`src/rtl/analog_snapshot_pkg.sv`:
```
// analog_snapshot_pkg: shared sizes, FSM states and snapshot type for the analog status snapshot block
package analog_snapshot_pkg;
  localparam int STATUS_W = 32;
  localparam int N_STATUS = 4;
  typedef enum logic [2:0] {IDLE, REQ, SETTLE, CAPTURE, RELEASE, ABORT} state_t;
  typedef logic [N_STATUS-1:0][STATUS_W-1:0] status_t;
endpackage

```
`src/rtl/tech_sync.sv`:
```
// tech_sync: multi-flop synchronizer for a single asynchronous bit
module tech_sync #(
  parameter int SYNC_DEPTH = 2
) (
  input  logic clk,
  input  logic rst_n,
  input  logic d,
  output logic q
);
  logic [SYNC_DEPTH-1:0] ff;
  // shift the asynchronous input through the flop chain
  always_ff @(posedge clk or negedge rst_n)
    if (!rst_n) ff <= '0;
    else ff <= {ff[SYNC_DEPTH-2:0], d};
  assign q = ff[SYNC_DEPTH-1];
endmodule

```
`src/rtl/analog_status_snapshot.sv`:
```
// analog_status_snapshot: coherent req/ack capture of four analog status words; change IRQ under ANALOG_SNAPSHOT_CHANGE_IRQ_EN
module analog_status_snapshot
  import analog_snapshot_pkg::*;
#(
  parameter int PERIOD_CYCLES  = 1024,
  parameter int TIMEOUT_CYCLES = 256,
  parameter int CNT_W          = 16
) (
  input  logic                clk_in,
  input  logic                reset_n,
  input  logic                trigger_i,
  input  logic                auto_en_i,
  input  logic                clear_i,
  input  logic                analog_ack_i,
  input  logic [STATUS_W-1:0] analog_data_0_i,
  input  logic [STATUS_W-1:0] analog_data_1_i,
  input  logic [STATUS_W-1:0] analog_data_2_i,
  input  logic [STATUS_W-1:0] analog_data_3_i,
  output logic                analog_req_o,
  output logic [STATUS_W-1:0] status_0,
  output logic [STATUS_W-1:0] status_1,
  output logic [STATUS_W-1:0] status_2,
  output logic [STATUS_W-1:0] status_3,
  output logic [CNT_W-1:0]    snap_count_o,
  output logic                busy_o,
  output logic                timeout_o,
  output logic                change_irq_o
);
  localparam int PW = PERIOD_CYCLES > 1 ? $clog2(PERIOD_CYCLES) : 1;
  localparam int TW = TIMEOUT_CYCLES > 1 ? $clog2(TIMEOUT_CYCLES) : 1;

  state_t        state, state_n;
  status_t       snap, data;
  logic          ack_s, pending, tick, req_set, go, tfire, ready;
  logic [PW-1:0] pcnt;
  logic [TW-1:0] tcnt;
  logic [2:0]    low_cnt;

  tech_sync #(.SYNC_DEPTH(2)) u_ack_sync (
    .clk   (clk_in),
    .rst_n (reset_n),
    .d     (analog_ack_i),
    .q     (ack_s)
  );

  assign data    = {analog_data_3_i, analog_data_2_i, analog_data_1_i, analog_data_0_i};
  assign {status_3, status_2, status_1, status_0} = snap;
  assign busy_o  = state != IDLE;
  assign tick    = auto_en_i && PERIOD_CYCLES > 0 && pcnt == PW'(PERIOD_CYCLES - 1);
  assign req_set = trigger_i | tick;
  assign ready   = low_cnt[2];
  assign go      = state == IDLE && ready && (pending || req_set);
  assign tfire   = tcnt == TW'(TIMEOUT_CYCLES - 1);

  // next-state decode of the four-phase handshake
  always_comb begin
    state_n = state;
    unique case (state)
      IDLE:    state_n = go ? REQ : IDLE;
      REQ:     state_n = ack_s ? SETTLE : (tfire ? ABORT : REQ);
      SETTLE:  state_n = CAPTURE;
      CAPTURE: state_n = RELEASE;
      RELEASE: state_n = !ack_s ? IDLE : (tfire ? ABORT : RELEASE);
      ABORT:   state_n = ack_s ? ABORT : IDLE;
      default: state_n = IDLE;
    endcase
  end

  // state, registered request and per-state timeout counter
  always_ff @(posedge clk_in or negedge reset_n)
    if (!reset_n) begin
      state        <= IDLE;
      analog_req_o <= 1'b0;
      tcnt         <= '0;
    end else begin
      state        <= state_n;
      analog_req_o <= state_n inside {REQ, SETTLE, CAPTURE};
      tcnt         <= (state_n != state || !(state inside {REQ, RELEASE})) ? '0 : tcnt + 1'b1;
    end

  // period timer, collapsing request flag and post-reset ack-low qualification
  // (the first two low samples after reset are the synchronizer flushing, so four are required)
  always_ff @(posedge clk_in or negedge reset_n)
    if (!reset_n) begin
      pcnt    <= '0;
      pending <= 1'b0;
      low_cnt <= '0;
    end else begin
      pcnt    <= (!auto_en_i || PERIOD_CYCLES == 0 || tick) ? '0 : pcnt + 1'b1;
      pending <= (pending | req_set) & ~go;
      low_cnt <= ready ? low_cnt : (ack_s ? '0 : low_cnt + 1'b1);
    end

  // coherent capture of all four words, sequence count and sticky timeout (set wins over clear)
  always_ff @(posedge clk_in or negedge reset_n)
    if (!reset_n) begin
      snap         <= '0;
      snap_count_o <= '0;
      timeout_o    <= 1'b0;
    end else begin
      snap         <= state == CAPTURE ? data : snap;
      snap_count_o <= snap_count_o + CNT_W'(state == CAPTURE);
      timeout_o    <= state == ABORT || (timeout_o && !clear_i);
    end

`ifdef ANALOG_SNAPSHOT_CHANGE_IRQ_EN
  // one-cycle pulse when the new snapshot differs from the held one
  always_ff @(posedge clk_in or negedge reset_n)
    if (!reset_n) change_irq_o <= 1'b0;
    else change_irq_o <= state == CAPTURE && data != snap;
`else
  assign change_irq_o = 1'b0;
`endif
endmodule
```
`config.mk`:
```
export PLATFORM = sky130hd
export DESIGN_NAME = analog_status_snapshot
export DESIGN_NICKNAME = d
export VERILOG_FILES = /design/src/rtl/analog_snapshot_pkg.sv /design/src/rtl/tech_sync.sv /design/src/rtl/analog_status_snapshot.sv
export SDC_FILE = /design/constraint.sdc
export NUM_CORES = 1
export LEC_CHECK = 0
export BUFFER_PORTS_ARGS = -buffer_cell sky130_fd_sc_hd__buf_2
export CAP_MARGIN = 20
export CORE_MARGIN = 8
export CORE_UTILIZATION = 52
export CTS_CLUSTER_SIZE = 20
export DETAILED_ROUTE_END_ITERATION = 8
export HOLD_SLACK_MARGIN = 0.05
export PLACE_DENSITY = 0.89
export SETUP_SLACK_MARGIN = 0.3
export SYNTH_ARGS = -nofsm -noshare
export SYNTH_HDL_FRONTEND = slang
export SYNTH_SLANG_ARGS = --single-unit
```
`constraint.sdc`:
```
create_clock -name clk_in -period 4.6 [get_ports clk_in]
set_clock_uncertainty 0.15 [all_clocks]
set_input_delay 1.15 -clock clk_in [delete_from_list [all_inputs] [get_ports clk_in]]
set_output_delay 1.15 -clock clk_in [all_outputs]
set_load 0.05 [all_outputs]
```
==> metrics.yaml <==
floorplanning:
  die_area_um2: 17100
  start_util_pct: 52.4
  die_x_um: 131
  die_h_um: 131
  ios: 282
  core_area_um2: 13100
  rows: 42
pwr:
  p_clk_share_pct: 18.6
  p_per_area_nw_per_um2: 882
  swShare_pct: 51.2
  p_leak_nw: 5.05
  power_frac_seq_pct: 32.2
  p_switching_mw: 4.04
  combPwrFrac_pct: 49.2
  intPower_mw: 3.86
  max-vdd-ir-drop_mv: 0.581
drt:
  post_drt_via_cell_ratio: 4.94
  totalWireLength_um: 18700
  antenna_left: 0
  drt_iter0_drc: 395
  dr.pass1.iters: 5
  avgRoutedWirePerCell_um: 15.7
  vias: 5874
  route.detailed.drc: 0
synth:
  ys_warn_count: 0
  synth_seq_area_share_pct: 63.1
  async_flop_share_pct: 100
  netlist_area_um2: 6860
  postSynthCellCount: 729
  synth_area_per_cell_um2: 9.41
  synth_cell_types: 42
  ys_ff_latch: 173
  synthFlopType: "dfrtp_1"
  synth_edf_count: 0
  synth_fp_nets: 868
critical_path:
  r2r_end: "snap_count_o[8]"
  end_kind: "flip-flop"
  crit_chain: "nor2b_4 -> nand2_4 -> inv_4 -> ha_1 -> ha_1 -> nand3_1 -> nor2_1 -> nand3_1 -> xnor2_1"
  r2r_slack_ns: 1.53
  crit_buf_inv: 1
  critPathLaunch: "state[0]"
  rr_startpoint: "state[0]"
  critPathTopFamily: "simple AND/OR/NAND/NOR gates"
  crit_required_ns: 4.75
  cp_max_fo: 54
  r2r_cells: 9
  slowest_stage: "dfrtp_1"
  cp_slowest_stage_delay_ns: 0.51
  critPathArrivalTime_ns: 3.22
  start_kind: "flip-flop"
  criticalPathCategory: "reg2reg"
global_route:
  overflow: 0
  antenna_found_initial: 1
  grt_max_degree: 88
  grt_pass1_vias: 5975
  track_usage_pct: 22.2
  grt_first_pass_wirelength_um: 29300
place:
  hpwl_um: 13500
  io_buffers: 280
  globalplace.congestion: 0.813
  placed_cell_area_um2: 8350
  pre_cts_ws_ns: 1.50
timing:
  holdWs_ns: 0.196
  hold_viol_final: 0
  setup_ws_ns: 1.53
  setup_tns_ns: 0
  clock.fmax_ghz: 0.326
  fin_crit_sh_pct: 66.7
  worst_pin_slew_ns: 0.856
  min_period_ns: 3.07
  setup_viol: 0
  timing.final.max_slew_violations: 0
  rsz0062_at_grt: "false"
  slew_headroom_pct: 42.9
layout:
  drive_gt1_share_pct: 32.0
  post-route-cell-area_um2: 8960
  final_cell_mix: "nand2_1 (400), buf_2 (279), dfrtp_1 (173)"
  finalNetCount: 1139
  final_common_cell: "nand2_1"
  areaGrowthSynthToFinish_pct: 30.5
clock_network:
  clkLatencyLatePin_ns: 0.41
  cts_setup_buffers: 0
  clk_path_buf_depth: 2
  clockRootBuffer: "clkbuf_16"
  cts-buffers-inserted: 17
  cts_tree: "built"
  ctsHoldBuffers: 0
  cts.sinks: 173
  ctsResizeCount: 0
  h-tree-depth: 4
  clk_pin_slew_ns: 0.06
worst_hold_path:
  hp-class: "reg2reg"
  whs_endpoint: "u_ack_sync.ff[1]"
  hold_depth: 0
  hp-start: "u_ack_sync.ff[0]"
job:
  max_cap_viol_count: 0
status:
  outcome: "completed"
==> worst max-delay path by stage <==
stage	endpoint	slack [ns]	depth (start not counted)
6_report	snap_count_o[8]	1.53	9
5_1_grt	snap_count_o[12]	1.23	9
3_3_place_gp	snap_count_o[9]	1.60	8
3_5_place_dp	snap_count_o[9]	1.50	8
2_1_floorplan	busy_o	2.32	3
4_1_cts	snap_count_o[9]	1.50	8
==> final cells by class <==
class / instances / area [µm²]
Clock buffer: 22 / 474
Fill cell: 1015 / 4130
Timing Repair Buffer: 284 / 1450
Antenna cell: 1 / 2.50
Multi-Input combinational cell: 514 / 2310
Clock inverter: 9 / 135
Inverter: 10 / 40.0
Sequential cell: 173 / 4330
Tap cell: 176 / 220
==> kinds of logic (layout without fill, tap and decap cells) <==
| family | Yosys count | in the layout | share of synthesized area [%] |
|---|---|---|---|
| buf+inv | 42 | 325 | 3.43 |
| simple gates | 460 | 460 | 26.8 |
| xor+xnor | 25 | 25 | 3.19 |
| flops | 173 | 173 | 63.1 |
| compound gates | 23 | 23 | 2.50 |
| other cells | 1 | 2 | 0.0546 |
| fa+ha+maj | 5 | 5 | 0.912 |
==> flip-flops by register name, summed over array words and instances (netlist names) <==
register / flops
status_0: 32
snap_count_o: 16
tcnt: 8
timeout_o: 1
status_2: 32
low_cnt: 3
u_ack_sync.ff: 2
analog_req_o: 1
state: 3
status_1: 32
pending: 1
pcnt: 10
status_3: 32
==> synthesized netlist by cell type, drive strengths merged, types with 2 or more instances <==
| cell | count | area [µm²] |
|---|---|---|
| nand4 | 6 | 37.5 |
| a21boi | 2 | 15.0 |
| nor3 | 4 | 20.0 |
| ha | 5 | 62.6 |
| nand2b | 3 | 18.8 |
| o32ai | 2 | 17.5 |
| inv | 10 | 37.5 |
| xor2 | 12 | 105 |
| clkbuf | 2 | 7.51 |
| nand3 | 12 | 65.1 |
| a21o | 3 | 22.5 |
| xnor2 | 13 | 114 |
| nor2 | 20 | 77.6 |
| nand2 | 401 | 1510 |
| dfrtp | 173 | 4330 |
| buf | 30 | 190 |
| and2 | 2 | 13.8 |
| or3 | 3 | 23.8 |
| a21oi | 2 | 10.0 |
| nor2b | 3 | 26.3 |
| and4 | 3 | 31.3 |
| o21ai | 6 | 30.0 |
==> worst register-to-register path, stage by stage, from the launching register on <==
cell and delay, ns:
dfrtp_1 0.51, nor2b_4 0.25, nand2_4 0.33, inv_4 0.52, ha_1 0.29, ha_1 0.20
nand3_1 0.12, nor2_1 0.31, nand3_1 0.15, xnor2_1 0.14
==> per-layer routing <==
layer  vias to the layer above  wire (µm)  track usage (%)
li1                       2800          -                -
met1                      2800       7380             26.3
met2                       242       9420             36.6
met3                        32       1510             7.22
met4                         0        361             9.39
met5                         -          0                0
==> power groups by stage <==
stage | Clock [mW] | Combinational (mW) | Sequential [mW]
final | 1.47 | 3.89 | 2.54
after global routing | 1.57 | 4.15 | 2.62
after CTS | 1.50 | 3.93 | 2.54
after detailed placement | 0 | 3.93 | 2.54
after global placement | 0 | 3.84 | 2.53
after floorplan | 0 | 0.932 | 4.53
==> stage by stage <==
step | std cells | total power [mW] | util, %
after floorplan | 729 | 5.46 | -
after global placement | 1157 | 6.36 | 63.8
after detailed placement | 1157 | 6.47 | 63.8
after CTS | 1188 | 7.97 | 68.4
after global routing | 1189 | 8.34 | 68.5
final | 1189 | 7.90 | 68.5
(Power assumes the default switching activity.)
